File: config.mk
export PLATFORM = sky130hd
export DESIGN_NAME = fetch_stage
export DESIGN_NICKNAME = d
export VERILOG_FILES = /design/src/rtl/processor_pkg.sv /design/src/rtl/fetch_stage_if_id_register.sv /design/src/rtl/fetch_stage.sv
export SDC_FILE = /design/constraint.sdc
export NUM_CORES = 1
export LEC_CHECK = 0
export BUFFER_PORTS_ARGS = -buffer_cell sky130_fd_sc_hd__buf_2
export CORE_ASPECT_RATIO = 1.2
export CORE_MARGIN = 2
export CORE_UTILIZATION = 40
export CTS_BUF_LIST = sky130_fd_sc_hd__clkbuf_4
export DETAILED_ROUTE_END_ITERATION = 7
export PLACE_DENSITY = 0.72
export SLEW_MARGIN = 30
export SYNTH_ARGS = -nofsm -noshare
export SYNTH_HDL_FRONTEND = slang
export SYNTH_HIERARCHICAL = 1
export SYNTH_SLANG_ARGS = --single-unit
File: constraint.sdc
create_clock -name clk -period 2.7 [get_ports clk]
set_input_delay 0.54 -clock clk [delete_from_list [all_inputs] [get_ports clk]]
set_output_delay 0.54 -clock clk [all_outputs]
set_load 0.01 [all_outputs]
File: src/rtl/processor_pkg.sv
// Shared types and constants for the processor front end.
package processor_pkg;

    typedef enum logic [1:0] {
        IDLE = 2'd0,
        RUN  = 2'd1,
        HALT = 2'd2
    } fetch_state_t;

    localparam logic [31:0] RESET_PC   = 32'h0000_0000;
    localparam logic [31:0] PC_STEP    = 32'd4;
    localparam logic [31:0] NOP_INSTR  = 32'h0000_0000;
    localparam logic [31:0] HALT_INSTR = 32'hFFFF_FFFF;

endpackage

File: src/rtl/fetch_stage_if_id_register.sv
// IF/ID pipeline register: holds the fetched instruction, its PC and PC+step.
// Priority: flush (bubble) > stall (hold) > load > bubble.
module if_id_register #(
    parameter int unsigned      WIDTH     = 32,
    parameter logic [WIDTH-1:0] NOP_INSTR = '0
) (
    input  logic             clk,
    input  logic             rst,
    input  logic             flush_i,
    input  logic             stall_i,
    input  logic             load_i,
    input  logic [WIDTH-1:0] instr_i,
    input  logic [WIDTH-1:0] pc_i,
    input  logic [WIDTH-1:0] pc_plus_i,
    output logic [WIDTH-1:0] instr_o,
    output logic [WIDTH-1:0] pc_o,
    output logic [WIDTH-1:0] pc_plus_o,
    output logic             valid_o
);

    logic [WIDTH-1:0] instr_q, instr_d;
    logic [WIDTH-1:0] pc_q, pc_d;
    logic [WIDTH-1:0] pc_plus_q, pc_plus_d;
    logic             valid_q, valid_d;

    // Next-state selection for the IF/ID contents.
    always_comb begin
        instr_d   = NOP_INSTR;
        pc_d      = '0;
        pc_plus_d = '0;
        valid_d   = 1'b0;
        if (flush_i) begin
            instr_d   = NOP_INSTR;
            pc_d      = '0;
            pc_plus_d = '0;
            valid_d   = 1'b0;
        end else if (stall_i) begin
            instr_d   = instr_q;
            pc_d      = pc_q;
            pc_plus_d = pc_plus_q;
            valid_d   = valid_q;
        end else if (load_i) begin
            instr_d   = instr_i;
            pc_d      = pc_i;
            pc_plus_d = pc_plus_i;
            valid_d   = 1'b1;
        end
    end

    // IF/ID flops with synchronous reset to a bubble.
    always_ff @(posedge clk) begin
        if (rst) begin
            instr_q   <= NOP_INSTR;
            pc_q      <= '0;
            pc_plus_q <= '0;
            valid_q   <= 1'b0;
        end else begin
            instr_q   <= instr_d;
            pc_q      <= pc_d;
            pc_plus_q <= pc_plus_d;
            valid_q   <= valid_d;
        end
    end

    assign instr_o   = instr_q;
    assign pc_o      = pc_q;
    assign pc_plus_o = pc_plus_q;
    assign valid_o   = valid_q;

endmodule

File: src/rtl/fetch_stage.sv
// Instruction-fetch stage: owns the PC and the IDLE/RUN/HALT fetch FSM and
// feeds the IF/ID register. The instruction word comes back combinationally
// from memory at address pcF in the same cycle.
module fetch_stage
    import processor_pkg::*;
#(
    parameter int unsigned      WIDTH      = 32,
    parameter logic [WIDTH-1:0] RESET_PC   = WIDTH'(processor_pkg::RESET_PC),
    parameter logic [WIDTH-1:0] PC_STEP    = WIDTH'(processor_pkg::PC_STEP),
    parameter logic [WIDTH-1:0] NOP_INSTR  = WIDTH'(processor_pkg::NOP_INSTR),
    parameter logic [WIDTH-1:0] HALT_INSTR = WIDTH'(processor_pkg::HALT_INSTR)
) (
    input  logic             clk,
    input  logic             rst,
    input  logic             switchStart,
    input  logic [WIDTH-1:0] instrF,
    input  logic             stallF,
    input  logic             stallD,
    input  logic             flushD,
    input  logic             pcSrcE,
    input  logic [WIDTH-1:0] pcTargetE,
    output logic [WIDTH-1:0] pcF,
    output logic [WIDTH-1:0] instrD,
    output logic [WIDTH-1:0] pcD,
    output logic [WIDTH-1:0] pcPlus4D,
    output logic             validD,
    output logic             running,
    output logic             halted
);

    fetch_state_t     state_q;
    logic [WIDTH-1:0] pc_q;
    logic [WIDTH-1:0] pc_plus;
    logic [WIDTH-1:0] target_aligned;
    logic             halt_seen;

    assign pc_plus        = pc_q + PC_STEP;
    assign target_aligned = pcTargetE & ~{{(WIDTH-2){1'b0}}, 2'b11};
    assign halt_seen      = (instrF == HALT_INSTR);

    // PC register and fetch FSM; redirect > stall > halt detect > step.
    always_ff @(posedge clk) begin
        if (rst) begin
            state_q <= IDLE;
            pc_q    <= RESET_PC;
        end else begin
            case (state_q)
                IDLE: begin
                    pc_q <= RESET_PC;
                    if (switchStart) begin
                        state_q <= RUN;
                    end
                end
                RUN: begin
                    if (pcSrcE) begin
                        pc_q <= target_aligned;
                    end else if (stallF) begin
                        pc_q <= pc_q;
                    end else if (halt_seen) begin
                        state_q <= HALT;
                    end else begin
                        pc_q <= pc_plus;
                    end
                end
                HALT: begin
                    // A taken older branch means the halt was fetched speculatively.
                    if (pcSrcE) begin
                        pc_q    <= target_aligned;
                        state_q <= RUN;
                    end
                end
                default: begin
                    state_q <= IDLE;
                    pc_q    <= RESET_PC;
                end
            endcase
        end
    end

    assign pcF     = pc_q;
    assign running = (state_q == RUN);
    assign halted  = (state_q == HALT);

    if_id_register #(
        .WIDTH     (WIDTH),
        .NOP_INSTR (NOP_INSTR)
    ) u_if_id (
        .clk       (clk),
        .rst       (rst),
        .flush_i   (flushD | pcSrcE),
        .stall_i   (stallD),
        .load_i    (state_q == RUN),
        .instr_i   (instrF),
        .pc_i      (pc_q),
        .pc_plus_i (pc_plus),
        .instr_o   (instrD),
        .pc_o      (pcD),
        .pc_plus_o (pcPlus4D),
        .valid_o   (validD)
    );

endmodule

== Yosys cells after proc, flatten, opt, wreduce, memory -nomap -nowiden ==
Index checks and enable logic that the tools add are counted.

* Flip-flop bits (word level): 131
* Bits of input ports: 71
* Output and inout port bits: 131

* $add $sub $neg: 1
* Equality and inequality tests: 10
* Mux-type cells: 15
* Bitwise logic cells: 1
* Reductions and logical operators: 4

{| class="wikitable"
|+ Operator list
! kind !! count
|-
| $mux W32 || 7
|-
| $pmux W32 S2 || 1
|-
| $add A32 B3 Y32 const B || 1
|-
| $eq A32 B32 Y1 const B || 1
|-
| $mux W2 || 5
|-
| $ne A2 B2 Y1 const B || 4
|-
| $ne A3 B3 Y1 const B || 2
|-
| $pmux W2 S3 || 1
|-
| $reduce_and A5 Y1 || 1
|-
| $reduce_and A3 Y1 || 1
|-
| $eq A2 B1 Y1 const B || 1
|-
| $eq A2 B2 Y1 const B || 1
|-
| $logic_not A2 Y1 || 1
|-
| $ne A2 B1 Y1 const B || 1
|-
| $reduce_or A2 Y1 || 1
|-
| $mux W1 || 1
|-
| $or A1 B1 Y1 || 1
|}

== Depth between registers and ports, before layout ==
Gate-level depths: netlist of the first run.

* Depth in word-level cells: 5
* Mapped depth: 11

== By module ==
Netlist of the first run, hierarchy kept.

{| class="wikitable"
|+ By module, submodules not included
! module !! instances !! cells each !! area an instance (um^2) !! sequential area each (um^2)
|-
| if_id_register || 1 || 431 || 3866.2 || 1941.9
|-
| fetch_stage || 1 || 289 || 2263.4 || 640.6
|}

== Worst setup path before layout of the first run ==
Ideal clock, no wire load.

* Path type: register to register
* Start point: register state_q[0]
* End point: register pc_q[24] (netlist: pcF[24])
* Setup time: 0.101 ns
* Data arrival time: 2.012 ns
* Required time: 2.599 ns
* Slack: 0.587 ns
* Stages on the path, launching flop included: 12
* Buffers on the path: 3
* Cell sequence: dfxtp_1 -> inv_1 -> ha_1 -> clkbuf_1 -> nor2b_1 -> clkbuf_1 -> and2_1 -> clkbuf_1 -> nand2_1 -> o31ai_1 -> o21ai_1 -> o41ai_1

* Word-level cells in the longest chain between the ends: 3
* Elaborated cells on any way between the ends: 7

{| class="wikitable"
|+ Ends and longest elaborated chain
! what !! RTL line !! text
|-
| from (decl) || fetch_stage.sv:31 || <nowiki>fetch_state_t state_q;</nowiki>
|-
| from (signal assigned) || fetch_stage.sv:44 || <nowiki>state_q <= IDLE;</nowiki>
|-
| from (signal assigned) || fetch_stage.sv:51 || <nowiki>state_q <= RUN;</nowiki>
|-
| from (signal assigned) || fetch_stage.sv:60 || <nowiki>state_q <= HALT;</nowiki>
|-
| $eq A2 B1 Y1 or $eq A2 B2 Y1 (tied branches) || fetch_stage.sv:47 || <nowiki>case (state_q)</nowiki>
|-
| $ne A3 B3 Y1 (no line) or $ne A2 B2 Y1 (tied branches) || - ||
|-
| $reduce_and A3 Y1 (no line) || - ||
|-
| to (signal assigned) || fetch_stage.sv:56 || <nowiki>pc_q <= target_aligned;</nowiki>
|-
| to (signal assigned) || fetch_stage.sv:58 || <nowiki>pc_q <= pc_q;</nowiki>
|-
| to (signal assigned) || fetch_stage.sv:62 || <nowiki>pc_q <= pc_plus;</nowiki>
|-
| to (decl) || fetch_stage.sv:32 || <nowiki>logic [WIDTH-1:0] pc_q;</nowiki>
|}

Several ways; a longest one is shown, not always the timed one.
A chain may end at the register's enable or synchronous reset.

== Worst setup path after layout of the first run ==
* Start point: register state_q[1]
* End point: output running

* Word-level cells in the longest chain between the ends: 1

{| class="wikitable"
|+ Ends and longest elaborated chain
! what !! RTL line !! text
|-
| $eq A2 B1 Y1 || fetch_stage.sv:81 || <nowiki>assign running = (state_q == RUN);</nowiki>
|-
| to (decl) || fetch_stage.sv:27 || <nowiki>output logic running,</nowiki>
|}

Every way passes these cells.

==> results of run 1 <==
## critical path, stage by stage (launching register included)
cell     delay [ns]
dfxtp_1        0.35
inv_1          0.12
ha_4           0.39
buf_8          0.33
buf_2          0.20
## area by class of cell
type,instances,area [um2]
Fill cell,1480,7420
Clock buffer,19,143
Clock inverter,11,118
Antenna cell,2,5.00
Multi-Input combinational cell,528,3240
Tap cell,204,255
Inverter,10,37.5
Timing Repair Buffer,221,1210
Sequential cell,129,2580
## cell usage after synthesis (2+ instances only)
library cell,n
and4_1,6
a21oi_1,88
mux2i_1,2
nand4_1,17
and3_1,7
xor2_1,7
o31ai_1,2
buf_2,23
dfxtp_1,129
nor2b_1,3
a32o_1,2
xnor2_1,21
o21ai_1,2
o21ai_0,12
a22o_1,9
o22ai_1,3
nand2_1,132
buf_1,2
inv_1,9
and2_1,3
a22oi_1,11
nand3b_1,96
a21o_1,2
nor4_4,3
clkbuf_1,25
a32oi_1,4
buf_6,6
nor2_1,16
buf_4,2
nor3_1,4
ha_1,5
a21oi_2,30
nand3_1,20
## stage by stage
| stage | hold WS, ns | instances | power, mW | utilization [%] |
|---|---|---|---|---|
| CTS | 0.151 | 1122 | 3.77 | 50.5 |
| global placement | 0.438 | 1092 | 2.50 | 48.8 |
| floorplan | 0.475 | 725 | 2.32 | - |
| detailed placement | 0.446 | 1092 | 2.50 | 48.8 |
| global route | 0.177 | 1124 | 3.90 | 50.6 |
| finish | 0.209 | 1124 | 3.73 | 50.6 |
## registers in the layout, summed over array words and instances, names as in the netlist
register           cells
pcF                   30
u_if_id/pc_o          32
u_if_id/instr_o       32
state_q                2
u_if_id/pc_plus_o     32
u_if_id/valid_o        1
## metal layers
layer | wire [um] | global-route usage, %
met1 | 7720 | 26.5
met2 | 8800 | 35.7
met3 | 1200 | 6.14
met4 | 414 | 9.04
met5 | 0 | 0
## final timing paths
path,startpoint,end
max,state_q[1],running
min,pcTargetE[15],pcF[15]
max reg2reg,state_q[0],pcF[26]
min reg2reg,u_if_id/instr_o[25],u_if_id/instr_o[25]
## cells by family (layout without fill, tap and decap cells)
logic type	Yosys count	after routing	synth area share, %
AO/OA/AOI/OAI	173	173	18.4
flip-flops	129	129	42.1
adder cells (fa/ha/maj)	5	5	1.02
other	1	8	0.0612
AND/OR/NAND/NOR	314	314	28.6
multiplexers	2	2	0.327
XOR/XNOR	28	28	4.00
buffers and inverters	68	261	5.49
## timing repair
item	CTS	global route
endpoints found under the setup margin	1	1
pin swaps	0	0
gates resized for setup	1	2
hold buffers	0	0
## where the power goes
part	internal (mW)	switching [mW]	total (mW)	leakage, nW
Clock	0.551	0.708	1.26	0.135
Combinational	0.186	0.329	0.515	1.82
Sequential	1.92	0.0273	1.95	1.04
==> run metrics, run 1 <==
first-pass GRT wire length=27600 um; number of DRC violations after detailed routing=0; CP endpoint kind=primary output; CTS tree=yes; DP Worst Slack=0.165 ns; flops & latches, synth=129; status=finished, final reports clean; # IOs=202; Hold WC Path Type=input pin to register; Mapped Avg Cell Area=8.51 um2; DP HPWL=12600 um; vias in the first global route=5448; Max Fclk=399 MHz; yosys warns=6; Setup Viol. Count Final=0; worst hold path cell count=3; design area=0.00760 mm2; asr flop ratio synth=0%; sequential cell area fraction in the yosys report=42.1%; 1st-iter DRT viols=410; Tightest Pin Transition=0.631 ns; layout overhead on the synthesized area=24.0%; TritonCTS buffer count=17; Max Buffers Root-to-Sink=2; crit path max fanout=50; H-tree depth=4; overflow left after global routing=0; Synth Cell Area=0.00613 mm2; Synth Flop Type=dfxtp_1; Cell Rows=49; min cycle time layout=2.50 ns; skew final=0.0215 ns; R2R cell count=7; post-CTS setup buffers=0; fin nets=983; post-synth cell types=50; most frequent cells in the layout=buf_2, nand2_1, dfxtp_1; Worst EP arrival=1.96 ns; final worst slack=0.197 ns; peak supply drop=0.211 mV; CTS Sinks=129; initial antenna violation count=3; die height=140 um; top cell type's share of synthesized area=42.1%; Cell Area, Placed=0.00733 mm2; number of flops mapped to enable cells by yosys=0; Final ANT Viol Nets=0; WL final=18100 um; clk_lat worst skew=0.56 ns; Die W=117 um; routed vias/inst=5.28; clock root cell=clkbuf_4; commonest non-fill, non-tap cell in the layout=buf_2; Max Slew Vio Count=0; R2R setup slack=0.39 ns; RSZ-0062 raised after global routing=false; drt wl/cell=16.1 um; top cells by area, synth=dfxtp_1, nand3b_1, nand2_1; largest net degree at the start of global routing=73; Hold Fails Final Rpt=0; Req. time, crit path=2.16 ns; Pleak=3.00 nW; ratio of cells with drive above 1 in the final layout=31.7%; core area=0.0150 mm2; via count=5935; post-synth top area cell=dfxtp_1; GRT Overall Usage=21.8%; PwrDens=490 mW/mm2; die area=0.0163 mm2; Starting Density=40.8%; post-route setup TNS=0 ns; crit start category=register; Placer Congestion=0.856; Worst-path clk slew=0.11 ns; Crit Path Category=register to primary output; Synth Instances=720; PortBufs=197; First-pass DRT Iterations=5; number of max-cap violations=0; Final period util=92.7%; Rel. slew slack=57.9%
(Power assumes the default switching activity.)
==> run 2, diff against run 1 <==
--- a/config.mk
+++ b/config.mk
@@ -12,6 +12,7 @@
 export CTS_BUF_LIST = sky130_fd_sc_hd__clkbuf_4
 export DETAILED_ROUTE_END_ITERATION = 7
 export PLACE_DENSITY = 0.72
+export REMOVE_ABC_BUFFERS = 1
 export SLEW_MARGIN = 30
 export SYNTH_ARGS = -nofsm -noshare
 export SYNTH_HDL_FRONTEND = slang
==> run 2 against run 1 <==
Compared with the run above:
- sequential power hardly changed
- final cell count down 0.71%
- non-clock buffer count is 10 lower
- clock skew fell by 0.0016 ns
- critical endpoint unchanged
- highest routed layer unchanged
==> run metrics, run 2 (synthesis results as in run 1) <==
DP HPWL=11800 um; Max Fclk=426 MHz; Crit Path Category=register to primary output; Tightest Pin Transition=0.745 ns; crit path max fanout=29; Cell Rows=49; H-tree depth=4; Rel. slew slack=50.4%; Fill cells=1480; core area=0.0150 mm2; Req. time, crit path=2.16 ns; Final period util=86.9%; Pint=2.76 mW; initial antenna violation count=3; Multi-input gate area=0.00325 mm2; post-route setup TNS=0 ns; number of max-cap violations=0; post-route insts no fill=1116; R2R setup slack=0.47 ns; reg2reg end=pcF[25]; Top delay family on crit path=buffers and inverters; Hold WC Path Type=input pin to register; CTS tree=yes; worst hold path cell count=3; WL final=17200 um; PwrDens=500 mW/mm2; overflow left after global routing=0; ratio of cells with drive above 1 in the final layout=30.7%; GRT Overall Usage=20.9%; Worst EP arrival=1.81 ns; most frequent cells in the layout=buf_2, nand2_1, dfxtp_1; DP Worst Slack=0.231 ns; TritonCTS buffer count=17; PortBufs=197; Starting Density=40.8%; Sw Share=27.0%; hold_buf cts=0; layout overhead on the synthesized area=23.2%; worst hold start=pcTargetE[18]; CP bufs+invs=3; r2r startpoint=state_q[0]; vias in the first global route=5324; fin nets=973; Worst-path clk slew=0.11 ns; switching power=1.02 mW; Hold Fails Final Rpt=0; Setup Viol. Count Final=0; peak supply drop=0.270 mV; clock network power share=35.3%; routed vias/inst=5.17; crit-path max cell delay=0.36 ns; drt wl/cell=15.5 um; post-CTS setup buffers=0; die area=0.0163 mm2; CTS Sinks=129; crit start category=register; Cells after DPL=1082; final worst slack=0.354 ns; via count=5768; commonest non-fill, non-tap cell in the layout=buf_2; RSZ-0062 raised after global routing=false; # IOs=202; clock root cell=clkbuf_4; 1st-iter DRT viols=352; clk_lat worst skew=0.52 ns; WP depth=4; min cycle time layout=2.35 ns; Seq pwr share=51.7%; status=finished, final reports clean; Final ANT Viol Nets=0; Max Slew Vio Count=0; skew final=0.0199 ns; first-pass GRT wire length=27000 um; Placer Congestion=0.820; number of DRC violations after detailed routing=0; crit path cell chain=inv_1 > ha_4 > buf_4 > buf_2; Pleak=2.96 nW; R2R cell count=7; CP endpoint kind=primary output; die height=140 um; largest net degree at the start of global routing=73; First-pass DRT Iterations=4; combinational power share=13.0%; Die W=117 um; sink of the worst hold path=pcF[18]; Reg area=0.00258 mm2; critical path's slowest cell=dfxtp_1; cts repair resizes=0; Max Buffers Root-to-Sink=2
run 2: cell count changes in the layout (fill, tap and decap cells not counted), sizes merged:
cell and delta:
buf -10, bufinv +1, clkbuf +2, clkinv -1, clkinvlp -2, diode +2
run 2: worst register-to-register path, delay by kind of cell (launching register included):
family	cells	cell delay (ns)
AOI/OAI and AO/OA	3	0.84
and+or+nand+nor	1	0.21
adders and majority gates	1	0.30
DFF	1	0.43
buffers and inverters	2	0.34
run 2: worst max path at each step:
| stage | start | endpoint | slack [ns] |
|---|---|---|---|
| 2_1_floorplan | state_q[1] | pcF[21] | -1.62 |
| 3_3_place_gp | instrF[15] | pcF[17] | 0.24 |
| 3_5_place_dp | instrF[15] | pcF[16] | 0.23 |
| 4_1_cts | state_q[1] | running | 0.29 |
| 5_1_grt | state_q[1] | running | 0.19 |
| 6_report | state_q[1] | running | 0.35 |
run 2: metal layers:
metal,vias to the layer above,global-route usage [%],share of wire [%]
li1,2883,-,-
met1,2715,25.5,44
met2,152,34.6,49
met3,18,5.97,5.2
met4,0,7.68,1.9
met5,-,0,0
run 2: stage by stage:
stage / hold slack [ns] / util (%) / power, mW / cell area [um2]
after floorplan: 0.476 / - / 2.24 / 5850
after global placement: 0.438 / 48.4 / 2.48 / 7270
after detailed placement: 0.450 / 48.4 / 2.49 / 7270
after CTS: 0.163 / 50.2 / 3.84 / 7540
after global routing: 0.172 / 50.2 / 3.97 / 7550
final: 0.234 / 50.3 / 3.78 / 7550
run 2: area by class of cell:
class	count	area share, %
inverter	10	0.497
timing repair buffer	211	15.1
multi-input combinational	528	43.0
clock inverter	9	1.54
clock buffer	21	2.09
tap	204	3.38
antenna	4	0.133
sequential	129	34.2
run 2: power by group through the flow:
stage / Combinational, mW / Clock [mW] / Sequential (mW)
2_1_floorplan: 0.245 / 0 / 2.00
3_3_place_gp: 0.487 / 0 / 2.00
3_5_place_dp: 0.490 / 0 / 2.00
4_1_cts: 0.492 / 1.39 / 1.95
5_1_grt: 0.535 / 1.47 / 1.96
6_report: 0.490 / 1.33 / 1.95
==> run 3, diff against run 2 <==
--- a/config.mk
+++ b/config.mk
@@ -6,7 +6,6 @@
 export NUM_CORES = 1
 export LEC_CHECK = 0
 export BUFFER_PORTS_ARGS = -buffer_cell sky130_fd_sc_hd__buf_2
-export CORE_ASPECT_RATIO = 1.2
 export CORE_MARGIN = 2
 export CORE_UTILIZATION = 40
 export CTS_BUF_LIST = sky130_fd_sc_hd__clkbuf_4
==> run 3 against run 2 <==
Compared with the run above:
- clock power is 4% lower
- largest cell class unchanged
- first-iteration DRC count is 20% lower
- flip-flop and latch count stayed put
- critical path depth is 3 higher
- highest routed layer unchanged
- combinational power is 1% higher
- utilization is 0.18 points lower
- final cell count is 0.99% lower
==> run metrics, run 3 (synthesis results as in run 1) <==
sink of the worst hold path=pcF[12]; Tightest Pin Transition=0.657 ns; worst hold start=pcTargetE[12]; crit path max fanout=20; skew final=0.0137 ns; die area=0.0163 mm2; number of max-cap violations=0; First-pass DRT Iterations=6; Cells after DPL=1072; H-tree depth=4; Cell Rows=45; Hold WC Path Type=input pin to register; CP endpoint kind=register; Rel. slew slack=56.2%; reg2reg end=pcF[25]; DP HPWL=11900 um; CTS Sinks=129; PortBufs=197; WL final=17300 um; Crit Path Category=register to register; commonest non-fill, non-tap cell in the layout=buf_2; status=finished, final reports clean; routed vias/inst=5.23; vias in the first global route=5242; Placer Congestion=0.778; 1st-iter DRT viols=282; Worst EP arrival=2.71 ns; r2r startpoint=state_q[0]; die height=128 um; overflow left after global routing=0; Final period util=84.3%; CP startpoint=state_q[0]; clk_lat worst skew=0.54 ns; RSZ-0062 raised after global routing=false; cts repair resizes=0; clock root cell=clkbuf_4; Setup Viol. Count Final=0; GRT Overall Usage=20.7%; Max Slew Vio Count=0; Starting Density=40.6%; Req. time, crit path=3.14 ns; PwrDens=494 mW/mm2; hold_buf cts=0; first-pass GRT wire length=27000 um; # IOs=202; drt wl/cell=15.6 um; final design utilization=50.1%; ratio of cells with drive above 1 in the final layout=31.7%; Hold Fails Final Rpt=0; post-CTS setup buffers=0; Final ANT Viol Nets=0; largest net degree at the start of global routing=82; core area=0.0151 mm2; Pleak=3.00 nW; TritonCTS buffer count=17; Die W=128 um; layout overhead on the synthesized area=23.3%; initial antenna violation count=2; fin nets=979; most frequent cells in the layout=buf_2, nand2_1, dfxtp_1; crit start category=register; post-route insts no fill=1105; Max Fclk=439 MHz; CTS tree=yes; post-route setup TNS=0 ns; worst hold path cell count=3; Worst-path clk slew=0.11 ns; R2R cell count=7; via count=5781; min cycle time layout=2.28 ns; Max Buffers Root-to-Sink=2; peak supply drop=0.243 mV; number of DRC violations after detailed routing=0; R2R setup slack=0.42 ns
[run 3: changes by cell type in the layout (fill, tap and decap cells not counted), sizes merged]
| cell | delta |
|---|---|
| clkinvlp | -1 |
| diode | -2 |
| bufinv | -1 |
| buf | +6 |
| clkbuf | +2 |
| clkinv | +1 |
[run 3: worst max path at each step]
| stage | endpoint | slack, ns |
|---|---|---|
| after global routing | pcF[25] | 0.28 |
| final | pcF[25] | 0.42 |
| after floorplan | pcF[21] | -1.62 |
| after global placement | pcF[24] | 0.26 |
| after CTS | running | 0.38 |
| after detailed placement | pcF[24] | 0.22 |
[run 3: metrics by stage]
step	setup WS, ns	instance area, um2	hold slack [ns]	total power, mW
2_1_floorplan	-1.62	5850	0.476	2.24
3_3_place_gp	0.260	7290	0.440	2.49
3_5_place_dp	0.216	7290	0.443	2.49
4_1_cts	0.375	7550	0.174	3.79
5_1_grt	0.277	7550	0.189	3.91
6_report	0.424	7560	0.224	3.73
[run 3: routing by layer]
metal | part of all wire, % | GRT usage, % | up-vias
li1 | - | - | 2894
met1 | 46 | 26.6 | 2663
met2 | 45 | 32.9 | 200
met3 | 7.0 | 6.43 | 24
met4 | 1.8 | 7.18 | 0
met5 | 0 | 0 | -
[run 3: area by class of cell]
class / instances / area (um2)
tap: 188 / 235
fill: 1510 / 7530
sequential: 129 / 2580
inverter: 10 / 37.5
timing repair buffer: 217 / 1190
antenna: 2 / 5.00
clock inverter: 8 / 88.8
multi-input combinational: 528 / 3250
clock buffer: 23 / 173
[run 3: report_power, final]
group          leakage, nW  switching [mW]  internal (mW)
Combinational         1.80           0.317          0.179
Sequential            1.04          0.0284           1.92
Clock                0.155           0.687          0.596
[run 3: critical path, cell delays in order, from the launching register on]
cell and delay, ns:
dfxtp_1 0.44, inv_1 0.09, ha_1 0.30, a211oi_2 0.47, or3_1 0.22, buf_4 0.27, o21ai_0 0.13, a32o_1 0.26
